==> src/rtl/text_console_pkg.sv <==
// -----------------------------------------------------------------------------
// text_console_pkg
// Shared definitions for the 20x7 text console: geometry, character-id width,
// blank fill code, control codes, the text_buffer FSM state encoding, and the
// helpers that map a (row, col) cursor onto the flat cell index.
// -----------------------------------------------------------------------------
package text_console_pkg;

    localparam int ROW_NUMBER     = 7;
    localparam int COL_NUMBER     = 20;
    localparam int ROW_BIT_LEN    = 4;
    localparam int COL_BIT_LEN    = 6;
    localparam int CHAR_ID_LENGTH = 8;

    localparam int CELL_COUNT = ROW_NUMBER * COL_NUMBER;
    // ceil(log2(140)) = 8
    localparam int ADDR_BITS  = 8;

    localparam logic [CHAR_ID_LENGTH-1:0] BLANK_CHAR = 8'h20;

    localparam logic [CHAR_ID_LENGTH-1:0] CC_BS = 8'h08;
    localparam logic [CHAR_ID_LENGTH-1:0] CC_LF = 8'h0A;
    localparam logic [CHAR_ID_LENGTH-1:0] CC_CR = 8'h0D;
    localparam logic [CHAR_ID_LENGTH-1:0] CC_FF = 8'h0C;

    localparam logic [CHAR_ID_LENGTH-1:0] PRINT_LO = 8'h20;
    localparam logic [CHAR_ID_LENGTH-1:0] PRINT_HI = 8'h7E;

    localparam logic [ROW_BIT_LEN-1:0] ROW_ZERO = 4'd0;
    localparam logic [ROW_BIT_LEN-1:0] ROW_ONE  = 4'd1;
    localparam logic [ROW_BIT_LEN-1:0] LAST_ROW = ROW_BIT_LEN'(ROW_NUMBER - 1);
    localparam logic [COL_BIT_LEN-1:0] COL_ZERO = 6'd0;
    localparam logic [COL_BIT_LEN-1:0] COL_ONE  = 6'd1;
    localparam logic [COL_BIT_LEN-1:0] LAST_COL = COL_BIT_LEN'(COL_NUMBER - 1);

    localparam logic [ADDR_BITS-1:0] ADDR_ZERO  = 8'd0;
    localparam logic [ADDR_BITS-1:0] ADDR_ONE   = 8'd1;
    localparam logic [ADDR_BITS-1:0] COL_STRIDE = ADDR_BITS'(COL_NUMBER);
    localparam logic [ADDR_BITS-1:0] LAST_CELL  = ADDR_BITS'(CELL_COUNT - 1);
    // Last destination index of the row-shift phase of a scroll
    localparam logic [ADDR_BITS-1:0] LAST_COPY  = ADDR_BITS'(COL_NUMBER * (ROW_NUMBER - 1) - 1);

    typedef enum logic [1:0] {
        ST_CLEAR       = 2'd0,
        ST_IDLE        = 2'd1,
        ST_SCROLL_COPY = 2'd2,
        ST_SCROLL_FILL = 2'd3
    } buf_state_t;

    // Flat cell index; the row is widened before the multiply so it cannot truncate
    function automatic logic [ADDR_BITS-1:0] cell_index(
        input logic [ROW_BIT_LEN-1:0] row,
        input logic [COL_BIT_LEN-1:0] col
    );
        return (ADDR_BITS'(row) * COL_STRIDE) + ADDR_BITS'(col);
    endfunction

    function automatic logic is_printable(input logic [CHAR_ID_LENGTH-1:0] code);
        return (code >= PRINT_LO) && (code <= PRINT_HI);
    endfunction

endpackage

==> src/rtl/text_buffer_ram.sv <==
// -----------------------------------------------------------------------------
// text_buffer_ram
// 140-cell character store with one synchronous write port and two
// asynchronous read ports (pixel encoder, internal scroll).
// Ports:
//   clk          : system clock
//   we/waddr/wdata : write enable, flat address, code
//   rin/cin      : encoder row/column; charout is blank when out of range
//   scroll_addr  : flat scroll read address; scroll_data is its content
// -----------------------------------------------------------------------------
module text_buffer_ram
    import text_console_pkg::*;
(
    input  logic                      clk,
    input  logic                      we,
    input  logic [ADDR_BITS-1:0]      waddr,
    input  logic [CHAR_ID_LENGTH-1:0] wdata,
    input  logic [ROW_BIT_LEN-1:0]    rin,
    input  logic [COL_BIT_LEN-1:0]    cin,
    output logic [CHAR_ID_LENGTH-1:0] charout,
    input  logic [ADDR_BITS-1:0]      scroll_addr,
    output logic [CHAR_ID_LENGTH-1:0] scroll_data
);

    logic [CHAR_ID_LENGTH-1:0] mem_r [0:CELL_COUNT-1];
    logic [ADDR_BITS-1:0]      enc_addr_s;

    // Single write port; addresses past the last cell are dropped
    always_ff @(posedge clk) begin
        if (we && (waddr <= LAST_CELL)) begin
            mem_r[waddr] <= wdata;
        end
    end

    // Encoder lookup: off-screen coordinates read as blank
    always_comb begin
        enc_addr_s = cell_index(rin, cin);
        if ((rin <= LAST_ROW) && (cin <= LAST_COL)) begin
            charout = mem_r[enc_addr_s];
        end else begin
            charout = BLANK_CHAR;
        end
    end

    // Scroll source lookup
    always_comb begin
        if (scroll_addr <= LAST_CELL) begin
            scroll_data = mem_r[scroll_addr];
        end else begin
            scroll_data = BLANK_CHAR;
        end
    end

endmodule

==> src/rtl/text_buffer.sv <==
// -----------------------------------------------------------------------------
// text_buffer
// Cursor engine and sweep FSM for the 20x7 text console. Accepts one code per
// valid/ready handshake in IDLE; printable codes are stored at the cursor,
// LF/CR/BS/FF move the cursor, and full-screen clear / one-row scroll run as
// 140-cycle sweeps during which char_ready is low.
// Ports:
//   clk, reset              : clock, synchronous active-high reset
//   char_in, char_valid     : incoming code and its valid
//   char_ready              : high only in IDLE
//   rin, cin, charout       : encoder combinational lookup
//   cursor_row, cursor_col  : current cursor position
// -----------------------------------------------------------------------------
module text_buffer
    import text_console_pkg::*;
(
    input  logic                      clk,
    input  logic                      reset,
    input  logic [CHAR_ID_LENGTH-1:0] char_in,
    input  logic                      char_valid,
    output logic                      char_ready,
    input  logic [ROW_BIT_LEN-1:0]    rin,
    input  logic [COL_BIT_LEN-1:0]    cin,
    output logic [CHAR_ID_LENGTH-1:0] charout,
    output logic [ROW_BIT_LEN-1:0]    cursor_row,
    output logic [COL_BIT_LEN-1:0]    cursor_col
);

    buf_state_t                state_r;
    buf_state_t                next_state_s;
    logic [ADDR_BITS-1:0]      sweep_r;
    logic [ROW_BIT_LEN-1:0]    cursor_row_r;
    logic [COL_BIT_LEN-1:0]    cursor_col_r;

    logic                      accept_s;
    logic [ROW_BIT_LEN-1:0]    nxt_row_s;
    logic [COL_BIT_LEN-1:0]    nxt_col_s;
    logic                      idle_we_s;
    logic [ADDR_BITS-1:0]      idle_waddr_s;
    logic [CHAR_ID_LENGTH-1:0] idle_wdata_s;
    logic                      scroll_req_s;
    logic                      clear_req_s;

    logic                      we_s;
    logic [ADDR_BITS-1:0]      waddr_s;
    logic [CHAR_ID_LENGTH-1:0] wdata_s;
    logic [ADDR_BITS-1:0]      scroll_addr_s;
    logic [CHAR_ID_LENGTH-1:0] scroll_data_s;

    assign char_ready = (state_r == ST_IDLE);
    assign accept_s   = char_valid && char_ready;
    assign cursor_row = cursor_row_r;
    assign cursor_col = cursor_col_r;

    text_buffer_ram u_ram (
        .clk         (clk),
        .we          (we_s),
        .waddr       (waddr_s),
        .wdata       (wdata_s),
        .rin         (rin),
        .cin         (cin),
        .charout     (charout),
        .scroll_addr (scroll_addr_s),
        .scroll_data (scroll_data_s)
    );

    // Decode the presented code into cursor move, cell write and sweep request
    always_comb begin
        nxt_row_s    = cursor_row_r;
        nxt_col_s    = cursor_col_r;
        idle_we_s    = 1'b0;
        idle_waddr_s = cell_index(cursor_row_r, cursor_col_r);
        idle_wdata_s = char_in;
        scroll_req_s = 1'b0;
        clear_req_s  = 1'b0;
        if (is_printable(char_in)) begin
            idle_we_s = 1'b1;
            if (cursor_col_r == LAST_COL) begin
                nxt_col_s = COL_ZERO;
                if (cursor_row_r == LAST_ROW) begin
                    // Cell is written now; the scroll then lifts it a row
                    scroll_req_s = 1'b1;
                end else begin
                    nxt_row_s = cursor_row_r + ROW_ONE;
                end
            end else begin
                nxt_col_s = cursor_col_r + COL_ONE;
            end
        end else if ((char_in == CC_LF) || (char_in == CC_CR)) begin
            nxt_col_s = COL_ZERO;
            if (cursor_row_r == LAST_ROW) begin
                scroll_req_s = 1'b1;
            end else begin
                nxt_row_s = cursor_row_r + ROW_ONE;
            end
        end else if (char_in == CC_BS) begin
            if (cursor_col_r != COL_ZERO) begin
                nxt_col_s    = cursor_col_r - COL_ONE;
                idle_we_s    = 1'b1;
                idle_waddr_s = cell_index(cursor_row_r, cursor_col_r - COL_ONE);
                idle_wdata_s = BLANK_CHAR;
            end else if (cursor_row_r != ROW_ZERO) begin
                nxt_row_s    = cursor_row_r - ROW_ONE;
                nxt_col_s    = LAST_COL;
                idle_we_s    = 1'b1;
                idle_waddr_s = cell_index(cursor_row_r - ROW_ONE, LAST_COL);
                idle_wdata_s = BLANK_CHAR;
            end else begin
                // Backspace at home position does nothing
                idle_we_s = 1'b0;
            end
        end else if (char_in == CC_FF) begin
            clear_req_s = 1'b1;
            nxt_row_s   = ROW_ZERO;
            nxt_col_s   = COL_ZERO;
        end else begin
            // Unsupported codes are consumed without effect
            idle_we_s = 1'b0;
        end
    end

    // State register
    always_ff @(posedge clk) begin
        if (reset) begin
            state_r <= ST_CLEAR;
        end else begin
            state_r <= next_state_s;
        end
    end

    // Next-state logic; sweeps end on the last index of their range
    always_comb begin
        next_state_s = state_r;
        case (state_r)
            ST_CLEAR: begin
                if (sweep_r == LAST_CELL) begin
                    next_state_s = ST_IDLE;
                end else begin
                    next_state_s = ST_CLEAR;
                end
            end
            ST_IDLE: begin
                if (accept_s && clear_req_s) begin
                    next_state_s = ST_CLEAR;
                end else if (accept_s && scroll_req_s) begin
                    next_state_s = ST_SCROLL_COPY;
                end else begin
                    next_state_s = ST_IDLE;
                end
            end
            ST_SCROLL_COPY: begin
                if (sweep_r == LAST_COPY) begin
                    next_state_s = ST_SCROLL_FILL;
                end else begin
                    next_state_s = ST_SCROLL_COPY;
                end
            end
            ST_SCROLL_FILL: begin
                if (sweep_r == LAST_CELL) begin
                    next_state_s = ST_IDLE;
                end else begin
                    next_state_s = ST_SCROLL_FILL;
                end
            end
            default: begin
                next_state_s = ST_CLEAR;
            end
        endcase
    end

    // Write-port mux: the sweep owns the port outside IDLE
    always_comb begin
        we_s          = 1'b0;
        waddr_s       = sweep_r;
        wdata_s       = BLANK_CHAR;
        scroll_addr_s = sweep_r + COL_STRIDE;
        case (state_r)
            ST_CLEAR: begin
                we_s = 1'b1;
            end
            ST_IDLE: begin
                we_s    = accept_s && idle_we_s;
                waddr_s = idle_waddr_s;
                wdata_s = idle_wdata_s;
            end
            ST_SCROLL_COPY: begin
                we_s    = 1'b1;
                wdata_s = scroll_data_s;
            end
            ST_SCROLL_FILL: begin
                // Sweep index continues from 120 to 139: the last row
                we_s = 1'b1;
            end
            default: begin
                we_s = 1'b0;
            end
        endcase
    end

    // Sweep counter: one continuous 0..139 run for both clear and scroll
    always_ff @(posedge clk) begin
        if (reset) begin
            sweep_r <= ADDR_ZERO;
        end else if ((state_r == ST_IDLE) || (sweep_r == LAST_CELL)) begin
            sweep_r <= ADDR_ZERO;
        end else begin
            sweep_r <= sweep_r + ADDR_ONE;
        end
    end

    // Cursor register, updated only on an accepted code
    always_ff @(posedge clk) begin
        if (reset) begin
            cursor_row_r <= ROW_ZERO;
            cursor_col_r <= COL_ZERO;
        end else if (accept_s) begin
            cursor_row_r <= nxt_row_s;
            cursor_col_r <= nxt_col_s;
        end else begin
            cursor_row_r <= cursor_row_r;
            cursor_col_r <= cursor_col_r;
        end
    end

endmodule
==> config.mk <==
export PLATFORM = sky130hd
export DESIGN_NAME = text_buffer
export DESIGN_NICKNAME = d
export VERILOG_FILES = /design/src/rtl/text_console_pkg.sv /design/src/rtl/text_buffer_ram.sv /design/src/rtl/text_buffer.sv
export SDC_FILE = /design/constraint.sdc
export NUM_CORES = 2
export LEC_CHECK = 0
export ABC_AREA = 1
export CAP_MARGIN = 30
export CORE_ASPECT_RATIO = 0.75
export CORE_MARGIN = 5
export CORE_UTILIZATION = 35
export CTS_BUF_LIST = sky130_fd_sc_hd__clkbuf_16
export DETAILED_ROUTE_END_ITERATION = 7
export PLACE_DENSITY = 0.54
export SYNTH_ARGS = -nofsm -noshare
export SYNTH_HDL_FRONTEND = slang
export SYNTH_SLANG_ARGS = --single-unit
==> constraint.sdc <==
create_clock -name clk -period 19.1 [get_ports clk]
set_input_delay 2.865 -clock clk [delete_from_list [all_inputs] [get_ports clk]]
set_output_delay 2.865 -clock clk [all_outputs]
set_load 0.005 [all_outputs]
# After elaboration in Yosys (flattened, before gate mapping)
# Memory sizes are Yosys's and may differ from the RTL's.
# Cells that the tools add are included.
totals:
  reg_bits: 20
  latch_bits: 0
  ram_bits: 1120
  mem_bits_ro: 0
  inputBits: 21
  output_inout_bits: 19
  elab_cells: 107
  mem_count: 1
memory_table:
  columns: ["name", "words", "word_bits", "read_ports", "rd_clocked_by_memory_dff", "wr", "line_no", "text"]
  rows:
  - ["u_ram.mem_r", 140, 8, 2, 0, 1, "text_buffer_ram.sv:25", "logic [CHAR_ID_LENGTH-1:0] mem_r [0:CELL_COUNT-1];"]
op_classes:
  n_addsub: 10
  mul: 3
  div: 0
  magnitude_cmp: 6
  eq_ne: 15
  shifts: 0
  n_mux: 51
  n_bitwise: 0
  reduce_logical: 17
ops:
  columns: ["operator", "count"]
  rows:
  - ["8-bit 2-to-1 mux", 13]
  - ["6-bit 2-to-1 mux", 7]
  - ["8-bit by 4-bit == test with 1-bit output (second input constant)", 4]
  - ["4-bit 2-to-1 mux", 8]
  - ["8-bit by 6-bit adder with 8-bit output", 3]
  - ["4-bit by 3-bit multiplier with 6-bit output (second input constant)", 3]
  - ["1-bit 2-to-1 mux", 17]
  - ["8-bit by 5-bit adder with 8-bit output (second input constant)", 2]
  - ["8-bit less-or-equal comparator (second input constant)", 2]
  - ["8-bit one-hot mux with 2 select lines", 1]
  - ["8-bit by 1-bit adder with 8-bit output (second input constant)", 1]
  - ["8-bit by 7-bit == test with 1-bit output (second input constant)", 1]
  - ["8-bit == test (second input constant)", 1]
  - ["8-bit by 6-bit greater-or-equal comparator with 1-bit output (second input constant)", 1]
  - ["8-bit by 7-bit less-or-equal comparator with 1-bit output (second input constant)", 1]
  - ["2-bit one-hot mux with 4 select lines", 1]
  - ["4-bit nonzero test", 2]
  - ["1-bit logical AND", 7]
  - ["6-bit by 1-bit adder with 6-bit output (second input constant)", 1]
  - ["6-bit by 5-bit == test with 1-bit output (second input constant)", 1]
  - ["6-bit by 5-bit less-or-equal comparator with 1-bit output (second input constant)", 1]
  - ["2-bit 2-to-1 mux", 3]
  - ["6-bit nonzero test", 1]
  - ["6-bit by 1-bit subtractor with 6-bit output (second input constant)", 1]
  - ["17 further kinds", 19]

# Longest topological paths before layout
depth:
  word_depth: 13
  mapped_depth: 21
  depth_no_buf: 20

# By module
# From an unflattened synthesis, not the netlist that was laid out.
unflattened:
  cells_unflattened: 6637
  hier_area_um2: 59589.7
by_module_without_submodules:
  columns: ["module", "n_inst", "cells_each", "area_per_inst_um2", "seq_area_each_um2"]
  rows:
  - ["text_buffer_ram", 1, 6210, 56865.8, 33632.3]
  - ["text_buffer", 1, 427, 2723.9, 400.4]

# Least setup slack after synthesis
# No wires, ideal clock.
synth_timing:
  path_type: "input port to flip-flop"
  startpoint: "in char_in[5]"
  endpoint: "mem u_ram.mem_r[0][3], data pin"
  setup_ps: 955
  t_arrival_ps: 7082
  t_required_ps: 18145
  slack_ps: 11063
  cell_stages: 6
  path_buffers: 0
  path_cell_list: "nor2_1 nand2_1 nor2_4 o21ai_4 nand3_1 a21oi_1"
synth_between:
  elab_chain_cells: 5
  elab_cells_between_ends: 11
  classes_between: "order compare (2); eq/ne (3); mux (4); reduce/logical (2)"
synth_rtl:
  columns: ["element", "line_no", "text"]
  rows:
  - ["from (decl)", "text_buffer.sv:19", "input logic [CHAR_ID_LENGTH-1:0] char_in,"]
  - ["parallel branches: the longest is 3 deep, another holds 8-bit by 6-bit greater-or-equal comparator with 1-bit output", null, null]
  - ["8-bit 2-to-1 mux *", "text_buffer.sv:76", "if (is_printable(char_in)) begin"]
  - ["8-bit one-hot mux with 2 select lines *", "text_buffer.sv:177", "case (state_r)"]
  - ["named net u_ram.wdata[3]", "text_buffer_ram.sv:17", "input logic [CHAR_ID_LENGTH-1:0] wdata,"]
  - ["to (decl)", "text_buffer_ram.sv:25", null]
# Mark *: on every way through the listed nets, which the timed path passes.

# Worst setup path in the final report
layout_timing:
  startpoint: "in rin[0]"
  endpoint: "out charout[4]"
layout_between:
  elab_chain_cells: 4
  elab_cells_between_ends: 6
  classes_between: "add/sub (1); mul (1); order compare (1); mux (1); reduce/logical (1); memory (1)"
layout_rtl:
  columns: ["element", "line_no", "text"]
  rows:
  - ["from (decl)", "text_buffer.sv:22", "input logic [ROW_BIT_LEN-1:0] rin,"]
  - ["4-bit by 3-bit multiplier with 6-bit output", "text_console_pkg.sv:55", "return (ADDR_BITS'(row) * COL_STRIDE) + ADDR_BITS'(col);"]
  - ["8-bit by 6-bit adder with 8-bit output", "text_console_pkg.sv:55", null]
  - ["memory 140 x 8 bit", null, null]
  - ["8-bit 2-to-1 mux *", "text_buffer_ram.sv:38", "if ((rin <= LAST_ROW) && (cin <= LAST_COL)) begin"]
  - ["to (decl)", "text_buffer.sv:24", "output logic [CHAR_ID_LENGTH-1:0] charout,"]
# Mark *: on every way between the ends. The rest lies on a longest branch, timed or not.

==> impl_metrics.ini <==
[place]
gp_congestion = 0.9226
io_buffers = 39
place_hpwl_um = 129300

[critical_path]
crit_type = in -> out
crit_required_ns = 16.23
endpoint_kind = output port
worstPathArrival_ns = 8.10
crit_fanout = 37
startpoint_type = input pin
r2r_setup_slack_ns = 12.80

[grt]
grt_pass1_vias = 46330
grt_pass1_wl_um = 317200
grt_max_degree = 168
antenna_found_initial = 5
grt.total_usage_pct = 23.72
grt-ovfl-total = 0

[layout]
area_growth_pct = 10.75
nFillCells = 16490
nets = 6361
drive_gt1_share_pct = 6.054
multi_input_area_um2 = 22060
seqCellArea_um2 = 34040

[hold_path]
hold_class = reg -> reg

[clock_network]
cts_setup_buffers = 0
cts-htree-levels = 3
worst_skew_pair.late_latency_ns = 0.75
cts.clk_slew.worst_paths_ns = 0.07
cts.sinks = 1140
cts_hold_buf = 0
cts_resized = 0
cts_tree = built
clock_path_buffers = 3
cts_buffers = 113
cts_root_buffer = clkbuf_16

[yosys]
syn-num-nets = 6572
yosysTopAreaCellShare_pct = 56.98
synth_edf_count = 1120
synth-warning-count = 0
synth_cell_types = 48
syn-cell-area_um2 = 59020
syn_avg_cell_area_um2 = 9.070
ys_seq_area_share_pct = 57.66
synthMostInstantiatedCell = nand2_1
synthTopCellsByArea = edfxtp_1 57%, nand3_1 13%, nand2_1 10%
ys_ff_latch = 1140
async_flop_share_pct = 0
netlist_instances = 6507
synth_ff_type = edfxtp_1
synthTopCellsByCount = 1,636 x nand2_1, 1,574 x nand3_1, 1,120 x edfxtp_1, 381 x o21ai_0, 355 x clkbuf_1
synth_top_area_cell = edfxtp_1

[sta]
slew_viol_final = 0
hold_violations = 0
rsz0062_at_grt = no
max_slew_margin_pct = 24.39
period_minus_slack_ns = 10.96
skew_ns = 0.03254
fmax_ghz = 0.09122
worstMarginPinSlew_ns = 1.130
finalSetupViolCount = 0
fin_hold_ws_ns = 0.6071
tns_ns = 0
period_share_pct = 57.39

[routing]
viasPerCell = 5.836
drt_iter0_markers = 7482
drt_drc_violations_left = 0
dr.pass1.iters = 7
ant_nets = 0
drt-total-wl_um = 217900
vias = 50400
wl_per_cell_um = 25.23

[power]
seqPwrFrac_pct = 46.6
switchingPower_mw = 1.634
p_sw_share_pct = 28.04
ir_drop_v = 0.00006875
p_leak_nw = 24.26
p_int_mw = 4.193
clock_power_share_pct = 39.4
pwr_density_cell_nw_per_um2 = 89.15
combPwrFrac_pct = 14.0

[job]
drv_cap = 0

[floorplanning]
start_util_pct = 35.23
core_um2 = 167500
io_pins = 40
die-width_um = 484.2
rows = 130
die_h_um = 365.6
dieArea_um2 = 177000

[outcome]
status = finished, final reports clean
[final cells by class]
class | instances | share of cell area (%)
Antenna cell | 1 | 0.003828
Clock buffer | 114 | 4.364
Clock inverter | 97 | 1.279
Inverter | 296 | 1.765
Multi-Input combinational cell | 4576 | 33.74
Sequential cell | 1140 | 52.08
Tap cell | 2244 | 4.296
Timing Repair Buffer | 169 | 2.464
[cell families (layout without fill, tap and decap cells)]
kind of cell,after synthesis,in the layout,synth area share [%]
compound gates,897,897,8.707
xor+xnor,27,27,0.4007
fa+ha+maj,44,44,1.009
buf+inv,791,676,5.226
flops,1140,1140,57.66
mux,5,5,0.08480
other cells,0,1,0
simple gates,3603,3603,26.91
[cells in the final DEF (no fill, tap or decap), types with 9 or more instances in the layout]
cell / n
o221ai_1: 12
xor2_1: 23
o22ai_1: 22
a21oi_1: 245
nor2_2: 29
o21ai_0: 381
clkbuf_16: 114
buf_12: 10
ha_1: 36
inv_2: 9
nand4_1: 10
nand2_1: 1635
o211ai_1: 190
nand3_1: 1574
dfxtp_1: 17
edfxtp_1: 1120
nor2_1: 313
clkinv_2: 26
buf_4: 106
inv_1: 303
a31oi_1: 17
buf_6: 9
clkinv_1: 25
clkdlybuf4s50_1: 37
bufinv_16: 15
nand3_4: 10
[power groups by stage]
stage	Combinational, mW	Clock, mW	Sequential (mW)
floorplan	0.471	0	2.76
global placement	0.786	0	2.77
detailed placement	0.788	0	2.77
CTS	0.790	2.32	2.72
global route	0.859	2.42	2.71
finish	0.814	2.30	2.72
[through the flow]
stage,setup WS (ns),instances,util (%),total power [mW],cell area (um2)
2_1_floorplan,11.06,6507,-,3.236,59020
3_3_place_gp,8.357,8382,36.54,3.555,61220
3_5_place_dp,8.281,8413,36.72,3.558,61530
4_1_cts,8.281,8624,38.93,5.822,65210
5_1_grt,8.114,8636,39.01,5.996,65360
6_report,8.138,8637,39.01,5.827,65360
[flip-flops by register name, indices dropped and copies added (netlist names)]
register	cells
sweep_r	8
cursor_row	4
u_ram.mem_r	1120
state_r	2
cursor_col	6
[metal layers]
layer | global-route usage (%) | share of wire [%]
met5 | 0 | 0.063
met4 | 8.901 | 4.0
met2 | 34.05 | 42
met3 | 6.070 | 12
met1 | 34.38 | 42
[worst max-delay path: stages]
cell	delay, ns
clkdlybuf4s50_1	0.49
ha_4	0.21
fa_4	1.24
clkinv_2	0.94
buf_4	0.60
nand3_1	0.18
nand3_1	0.09
nand3_1	0.23
nand3_1	0.22
nand3_1	0.24
nand2_1	0.14
inv_1	0.07
clkdlybuf4s50_1	0.49
[final timing paths]
check                           startpoint  cells past startpoint                   to
worst max-delay path                rin[0]                     13           charout[4]
worst min-delay path            sweep_r[4]                      2           sweep_r[4]
worst max register to register  sweep_r[0]                     15  u_ram.mem_r[120][7]
worst min register to register  sweep_r[4]                      2           sweep_r[4]
Power figures use the tool's default switching activity.
